File: src/rtl/key_schedule_rev_if.sv
// rtl/key_schedule_rev_if.sv - load/emit stream bundle for the reverse key generator
//
// Ports carried:
//   start     load request (master -> slave)
//   key_i     128-bit key, column 0 in [127:96] (master -> slave)
//   rk_ready  consumer accepts current round key (master -> slave)
//   busy      generator not idle (slave -> master)
//   rk_valid  rk_o/rk_round hold a valid round key (slave -> master)
//   rk_o      128-bit round key, same packing as key_i (slave -> master)
//   rk_round  round index of rk_o, 10 down to 0 (slave -> master)
interface key_schedule_rev_if;
   logic         start;
   logic [127:0] key_i;
   logic         rk_ready;
   logic         busy;
   logic         rk_valid;
   logic [127:0] rk_o;
   logic [3:0]   rk_round;

   modport master (
      output start, key_i, rk_ready,
      input  busy, rk_valid, rk_o, rk_round
   );

   modport slave (
      input  start, key_i, rk_ready,
      output busy, rk_valid, rk_o, rk_round
   );
endinterface

File: src/rtl/key_schedule_rev.sv
// rtl/key_schedule_rev.sv - AES-128 decryption round-key generator (round 10 down to 0)
//
// Modules:
//   sub_word          four parallel AES S-boxes on a 32-bit word
//   rcon              round constant lookup, index 1..10
//   key_schedule_rev  top: clk_i-style scalar clk/rst plus bus (key_schedule_rev_if.slave)
//
// Top ports:
//   clk   system clock, rising edge
//   rst   asynchronous active-high reset
//   bus   start/key_i/rk_ready in; busy/rk_valid/rk_o/rk_round out
//
// Build option KEY_SCHED_LASTKEY_EN: key_i is taken as the round-10 key and
// emission starts right after load (no forward expansion).

module sub_word (
   input  logic [31:0] w_i,
   output logic [31:0] w_o
);
   // Index 0 is the most significant byte of the literal.
   localparam logic [0:255][7:0] SBOX = {
      128'h637c777bf26b6fc53001672bfed7ab76, 128'hca82c97dfa5947f0add4a2af9ca472c0,
      128'hb7fd9326363ff7cc34a5e5f171d83115, 128'h04c723c31896059a071280e2eb27b275,
      128'h09832c1a1b6e5aa0523bd6b329e32f84, 128'h53d100ed20fcb15b6acbbe394a4c58cf,
      128'hd0efaafb434d338545f9027f503c9fa8, 128'h51a3408f929d38f5bcb6da2110fff3d2,
      128'hcd0c13ec5f974417c4a77e3d645d1973, 128'h60814fdc222a908846eeb814de5e0bdb,
      128'he0323a0a4906245cc2d3ac629195e479, 128'he7c8376d8dd54ea96c56f4ea657aae08,
      128'hba78252e1ca6b4c6e8dd741f4bbd8b8a, 128'h703eb5664803f60e613557b986c11d9e,
      128'he1f8981169d98e949b1e87e9ce5528df, 128'h8ca1890dbfe6426841992d0fb054bb16
   };

   assign w_o = {SBOX[w_i[31:24]], SBOX[w_i[23:16]], SBOX[w_i[15:8]], SBOX[w_i[7:0]]};
endmodule

module rcon (
   input  logic [7:0] idx_i,
   output logic [7:0] rc_o
);
   always_comb begin
      rc_o = 8'h00;
      case (idx_i)
         8'd1:    rc_o = 8'h01;
         8'd2:    rc_o = 8'h02;
         8'd3:    rc_o = 8'h04;
         8'd4:    rc_o = 8'h08;
         8'd5:    rc_o = 8'h10;
         8'd6:    rc_o = 8'h20;
         8'd7:    rc_o = 8'h40;
         8'd8:    rc_o = 8'h80;
         8'd9:    rc_o = 8'h1b;
         8'd10:   rc_o = 8'h36;
         default: rc_o = 8'h00;
      endcase
   end
endmodule

module key_schedule_rev #(
   parameter int NR = 10
) (
   input logic              clk,
   input logic              rst,
   key_schedule_rev_if.slave bus
);
   localparam logic [3:0] LAST = NR[3:0];

   typedef enum logic [1:0] {IDLE, EXPAND, EMIT} state_t;

   state_t       state_q, state_d;
   logic [127:0] key_q, key_d;
   logic [3:0]   cnt_q, cnt_d;

   logic [31:0]  w0, w1, w2, w3;
   logic [31:0]  p0, p1, p2, p3;
   logic [31:0]  f0, f1, f2, f3;
   logic [31:0]  sw_in, sw_out;
   logic [7:0]   rc_idx, rc_val;

   assign {w0, w1, w2, w3} = key_q;

   // Inverse step recovers the previous round's columns right to left;
   // only the new column 0 needs the S-box.
   assign p3 = w3 ^ w2;
   assign p2 = w2 ^ w1;
   assign p1 = w1 ^ w0;

`ifdef KEY_SCHED_LASTKEY_EN
   assign sw_in = p3;
`else
   assign sw_in = (state_q == EXPAND) ? w3 : p3;
`endif

   // Single S-box bank shared by both directions (RotWord applied first).
   sub_word u_sub_word (
      .w_i ({sw_in[23:0], sw_in[31:24]}),
      .w_o (sw_out)
   );

   // Expansion builds round cnt+1; the inverse step undoes round cnt.
   assign rc_idx = (state_q == EXPAND) ? {4'd0, cnt_q + 4'd1} : {4'd0, cnt_q};

   rcon u_rcon (
      .idx_i (rc_idx),
      .rc_o  (rc_val)
   );

   assign f0 = w0 ^ sw_out ^ {rc_val, 24'h0};
   assign f1 = w1 ^ f0;
   assign f2 = w2 ^ f1;
   assign f3 = w3 ^ f2;
   assign p0 = w0 ^ sw_out ^ {rc_val, 24'h0};

   always_ff @(posedge clk or posedge rst) begin
      if (rst) begin
         state_q <= IDLE;
         key_q   <= '0;
         cnt_q   <= '0;
      end else begin
         state_q <= state_d;
         key_q   <= key_d;
         cnt_q   <= cnt_d;
      end
   end

   always_comb begin
      state_d = state_q;
      key_d   = key_q;
      cnt_d   = cnt_q;
      case (state_q)
         IDLE: begin
            if (bus.start) begin
               key_d = bus.key_i;
`ifdef KEY_SCHED_LASTKEY_EN
               cnt_d   = LAST;
               state_d = EMIT;
`else
               cnt_d   = 4'd0;
               state_d = EXPAND;
`endif
            end
         end
         EXPAND: begin
            key_d = {f0, f1, f2, f3};
            cnt_d = cnt_q + 4'd1;
            if (cnt_q + 4'd1 == LAST) begin
               state_d = EMIT;
            end
         end
         EMIT: begin
            if (bus.rk_ready) begin
               if (cnt_q == 4'd0) begin
                  state_d = IDLE;
               end else begin
                  key_d = {p0, p1, p2, p3};
                  cnt_d = cnt_q - 4'd1;
               end
            end
         end
         default: state_d = IDLE;
      endcase
   end

   // Outputs derive only from registers; outside EMIT they read as zero.
   assign bus.busy     = (state_q != IDLE);
   assign bus.rk_valid = (state_q == EMIT);
   assign bus.rk_o     = (state_q == EMIT) ? key_q : 128'h0;
   assign bus.rk_round = (state_q == EMIT) ? cnt_q : 4'd0;
endmodule

File: src/flat_wrapper.sv
// flat-port wrapper written by rule: the top's interface ports become plain ports
module key_schedule_rev_flat 
#(
   parameter int NR = 10
)
  (clk, rst, bus_start, bus_key_i, bus_rk_ready, bus_busy, bus_rk_valid, bus_rk_o, bus_rk_round);
  key_schedule_rev_if bus_i ();
  input logic clk;
  input logic rst;
  input wire logic [$bits(bus_i.start)-1:0] bus_start;
  input wire logic [$bits(bus_i.key_i)-1:0] bus_key_i;
  input wire logic [$bits(bus_i.rk_ready)-1:0] bus_rk_ready;
  output wire logic [$bits(bus_i.busy)-1:0] bus_busy;
  output wire logic [$bits(bus_i.rk_valid)-1:0] bus_rk_valid;
  output wire logic [$bits(bus_i.rk_o)-1:0] bus_rk_o;
  output wire logic [$bits(bus_i.rk_round)-1:0] bus_rk_round;
  assign bus_i.start = bus_start;
  assign bus_i.key_i = bus_key_i;
  assign bus_i.rk_ready = bus_rk_ready;
  assign bus_busy = bus_i.busy;
  assign bus_rk_valid = bus_i.rk_valid;
  assign bus_rk_o = bus_i.rk_o;
  assign bus_rk_round = bus_i.rk_round;
  key_schedule_rev #(.NR(NR)) u_core (.clk(clk), .rst(rst), .bus(bus_i));
endmodule
File: config.mk
export PLATFORM = sky130hd
export DESIGN_NAME = key_schedule_rev_flat
export DESIGN_NICKNAME = d
export VERILOG_FILES = /design/src/rtl/key_schedule_rev_if.sv /design/src/rtl/key_schedule_rev.sv /design/src/flat_wrapper.sv
export SDC_FILE = /design/constraint.sdc
export NUM_CORES = 1
export LEC_CHECK = 0
export CAP_MARGIN = 20
export CELL_PAD_IN_SITES_DETAIL_PLACEMENT = 1
export CELL_PAD_IN_SITES_GLOBAL_PLACEMENT = 2
export CORE_UTILIZATION = 31
export DETAILED_ROUTE_END_ITERATION = 8
export PLACE_DENSITY_LB_ADDON = 0.15
export SLEW_MARGIN = 30
export SYNTH_ARGS = -nofsm -noshare
export SYNTH_HDL_FRONTEND = slang
export SYNTH_SLANG_ARGS = --single-unit
File: constraint.sdc
create_clock -name clk -period 4.2 [get_ports clk]
set_clock_uncertainty 0.1 [all_clocks]
set_input_delay 0.63 -clock clk [delete_from_list [all_inputs] [get_ports clk]]
set_output_delay 0.63 -clock clk [all_outputs]
set_load 0.03 [all_outputs]
==> impl_metrics.ini <==
[outcome]
run_status = finished, violations left
failing_checks = negative setup slack

[run]
max_cap_viol_count = 0

[placed_design]
finalWeightedCongestion = 1.05
dp.final_hpwl_um = 153000
port-buffer-count = 265
post_dp_cell_area_um2 = 38900

[synthesis]
ys.flop_type = dfrtp_1
synthesis.area_per_instance_um2 = 6.95
ys_seq_area_share_pct = 11.6
synth_enable_flop_cells = 0
synth_area_um2 = 28800
netlist.top_cell.by_area = dfrtp_1
synth_cells = 4151
synth_common_cells = nor2_1, o21ai_0, nand2_1
synth.ff_latch_count = 134
synth.lib_cells_used.distinct = 117
synth_most_common_cell = nor2_1
async_flop_share_pct = 100
netlist.area_leader.share_pct = 11.6
post_synth_net_total = 4349
synth.top_cells.by_area = dfrtp_1, o21ai_0, nor2_1
synth.yosys.warnings = 0

[route]
detailedRoute.firstPassIterationCount = 6
detail-route-antenna-nets = 0
detail_route.wirelength_um = 199000
vias = 40795
drt_first_iter_violations = 5098
drc_errors = 0
vias_per_cell = 6.56
drt-wirelength-per-cell_um = 32.0

[clocking]
cts_buffer_depth = 2
clock_tree_root_buffer_cell = clkbuf_16
clkLatencyLatePin_ps = 460
cts_max_level = 4
tritoncts = built
tritoncts_num_sinks = 134
cts.hold.buffers_added = 0
clkSlewWorstSetupHoldPaths_ps = 70
numCtsBuffers = 17

[timing]
timing_hold_violations_final = 0
final-setup-viol-count = 5
worstMarginPinSlew_ps = 1110
slew_violations = 0
post_layout_worst_setup_margin_ps = -40.6
final.setup.tns_ps = -95.6
final.min_clock_period_ps = 4240
max_freq_mhz = 236
timing.max_slew.rel_slack_pct = 25.6
rsz0062_at_grt = true
ratio_of_final_minimum_period_to_clock_period_pct = 101

[floorplanning]
chipWidth_um = 307
floorplan.io_pins = 266
fp-row-count = 111
die_area_um2 = 94200
fp.coreArea_um2 = 91900
initial_cell_density_of_the_core_pct = 31.4
die_h_um = 307

[global_routing]
grt_pass1_vias = 39553
grt_use_total_pct = 40.4
global_route.overflow_total = 0
grt_first_pass_wirelength_um = 285000
grt_antenna_before_repair = 6
grt_max_degree = 102

[worst_setup_path]
critical_path_class = reg2reg
crit_path_start_kind = register
timing.rr.start = u_core.state_q[1]
critPathCaptureType = register
rr_worst_depth = 19
critical_path.slowest_cell = or4_4
critPathMaxStageDelay_ps = 570
cp_num_buf_inv = 5
worstPathArrival_ps = 4460
worstPathRequired_ps = 4420
worstPathCellList = inv_2 > ha_4 > buf_4 > nor2b_4 > xnor2_4 > inv_2 > ha_1 > and2_1 > o21ai_0 > a21oi_1 > buf_4 > buf_12 > o22ai_1 > a21oi_1 > or4_4 > nand2_2 > mux2_2 > a21oi_1 > nand3_1
worst_path_most_repeated_cell = a21oi_1
r2r_slack_ps = -40
reg2reg_to = u_core.key_q[54]
crit_path_max_fanout = 8
cpLargestDelayFamily = simple AND/OR/NAND/NOR gates

[worst_hold_path]
hp-start = u_core.key_q[126]
hold_path.class = reg2reg
cell_count_of_the_worst_hold_path = 1
worstHoldEndpoint = u_core.key_q[126]

[final_layout]
area_growth_pct = 46.5
final_layout_size_suffix_gt1_share_pct = 29.3
finish.instance_area_um2 = 42200
antenna_cells_inserted = 0
fin_nets = 5164
[cells by family after synthesis]
logic type | share of synthesized area (%)
AOI/OAI and AO/OA | 40.0
xor gates and xnor gates | 8.82
adders and majority gates | 2.86
buffers and inverters | 8.97
DFF | 11.6
and+or+nand+nor | 23.5
muxes | 4.19
[stage by stage]
stage	util (%)	hold WS [ps]	worst slack [ps]	std cells
2_1_floorplan	-	376	-78.4	4151
3_3_place_gp	42.3	431	-438	6127
3_5_place_dp	42.3	441	-540	6127
4_1_cts	44.0	456	-44.1	6183
5_1_grt	45.9	486	-152	6222
6_report	45.9	462	-40.6	6222
[state kept, by name, summed over array words and instances (netlist names)]
register and cells:
u_core.key_q 128, u_core.cnt_q 4, u_core.state_q 2
[placed cells by master (no fill, tap or decap), types with 25 or more instances in the layout]
cell / instances
nor3_1: 138
a221oi_1: 51
nand2_1: 323
buf_4: 900
nor2b_1: 38
a222oi_1: 26
o221ai_1: 43
o22ai_1: 52
nor2_1: 388
xnor2_4: 31
a21oi_1: 220
o31ai_1: 25
xnor2_1: 98
a221o_1: 25
a32o_1: 25
dfrtp_1: 134
or3_1: 30
clkdlybuf4s50_1: 264
nand3_1: 121
o21ai_0: 317
and2_1: 112
o32ai_1: 28
a31oi_1: 68
xor2_1: 77
a32oi_1: 34
a22oi_1: 68
ha_1: 39
a211oi_1: 52
o211ai_1: 102
buf_12: 64
buf_6: 35
inv_1: 72
o21ai_1: 42
mux2i_1: 71
[per-layer routing]
layer	part of all wire, %	up-vias	wire length [um]	track usage (%)
li1	-	17436	-	-
met4	4.4	6	8730	14.2
met2	42	2446	83600	59.6
met3	9.8	408	19500	6.49
met5	0.019	-	38	0
met1	44	20499	87200	58.6
[how the worst max path moves through the flow]
stage,slack (ps),start,endpoint,cells after the start
finish,-40,u_core.state_q[1],u_core.key_q[54],19
global route,-150,u_core.state_q[1],u_core.key_q[54],19
CTS,-40,u_core.state_q[1],u_core.key_q[1],19
detailed placement,-540,u_core.state_q[1],u_core.key_q[1],20
global placement,-440,u_core.state_q[1],u_core.key_q[1],20
floorplan,-80,u_core.state_q[1],u_core.key_q[1],19
[repair_timing]
action | in CTS | in global routing
pin swaps | 45 | 99
gates cloned | 1 | 4
gates resized for setup | 146 | 309
setup endpoints to repair | 117 | 110
buffers inserted | 24 | 38
hold endpoints to repair | 0 | 0
[cell type report]
| cell class | instances | area [um2] |
|---|---|---|
| Fill cell | 11212 | 49700 |
| Sequential cell | 134 | 3350 |
| Clock inverter | 11 | 125 |
| Timing Repair Buffer | 1270 | 11200 |
| Multi-Input combinational cell | 3438 | 25100 |
| Clock buffer | 21 | 470 |
| Tap cell | 1243 | 1560 |
| Inverter | 105 | 432 |
Power is left out: the tool's default activity adds up to more than one toggle a clock period on the data nets, which glitch-free logic cannot reach.
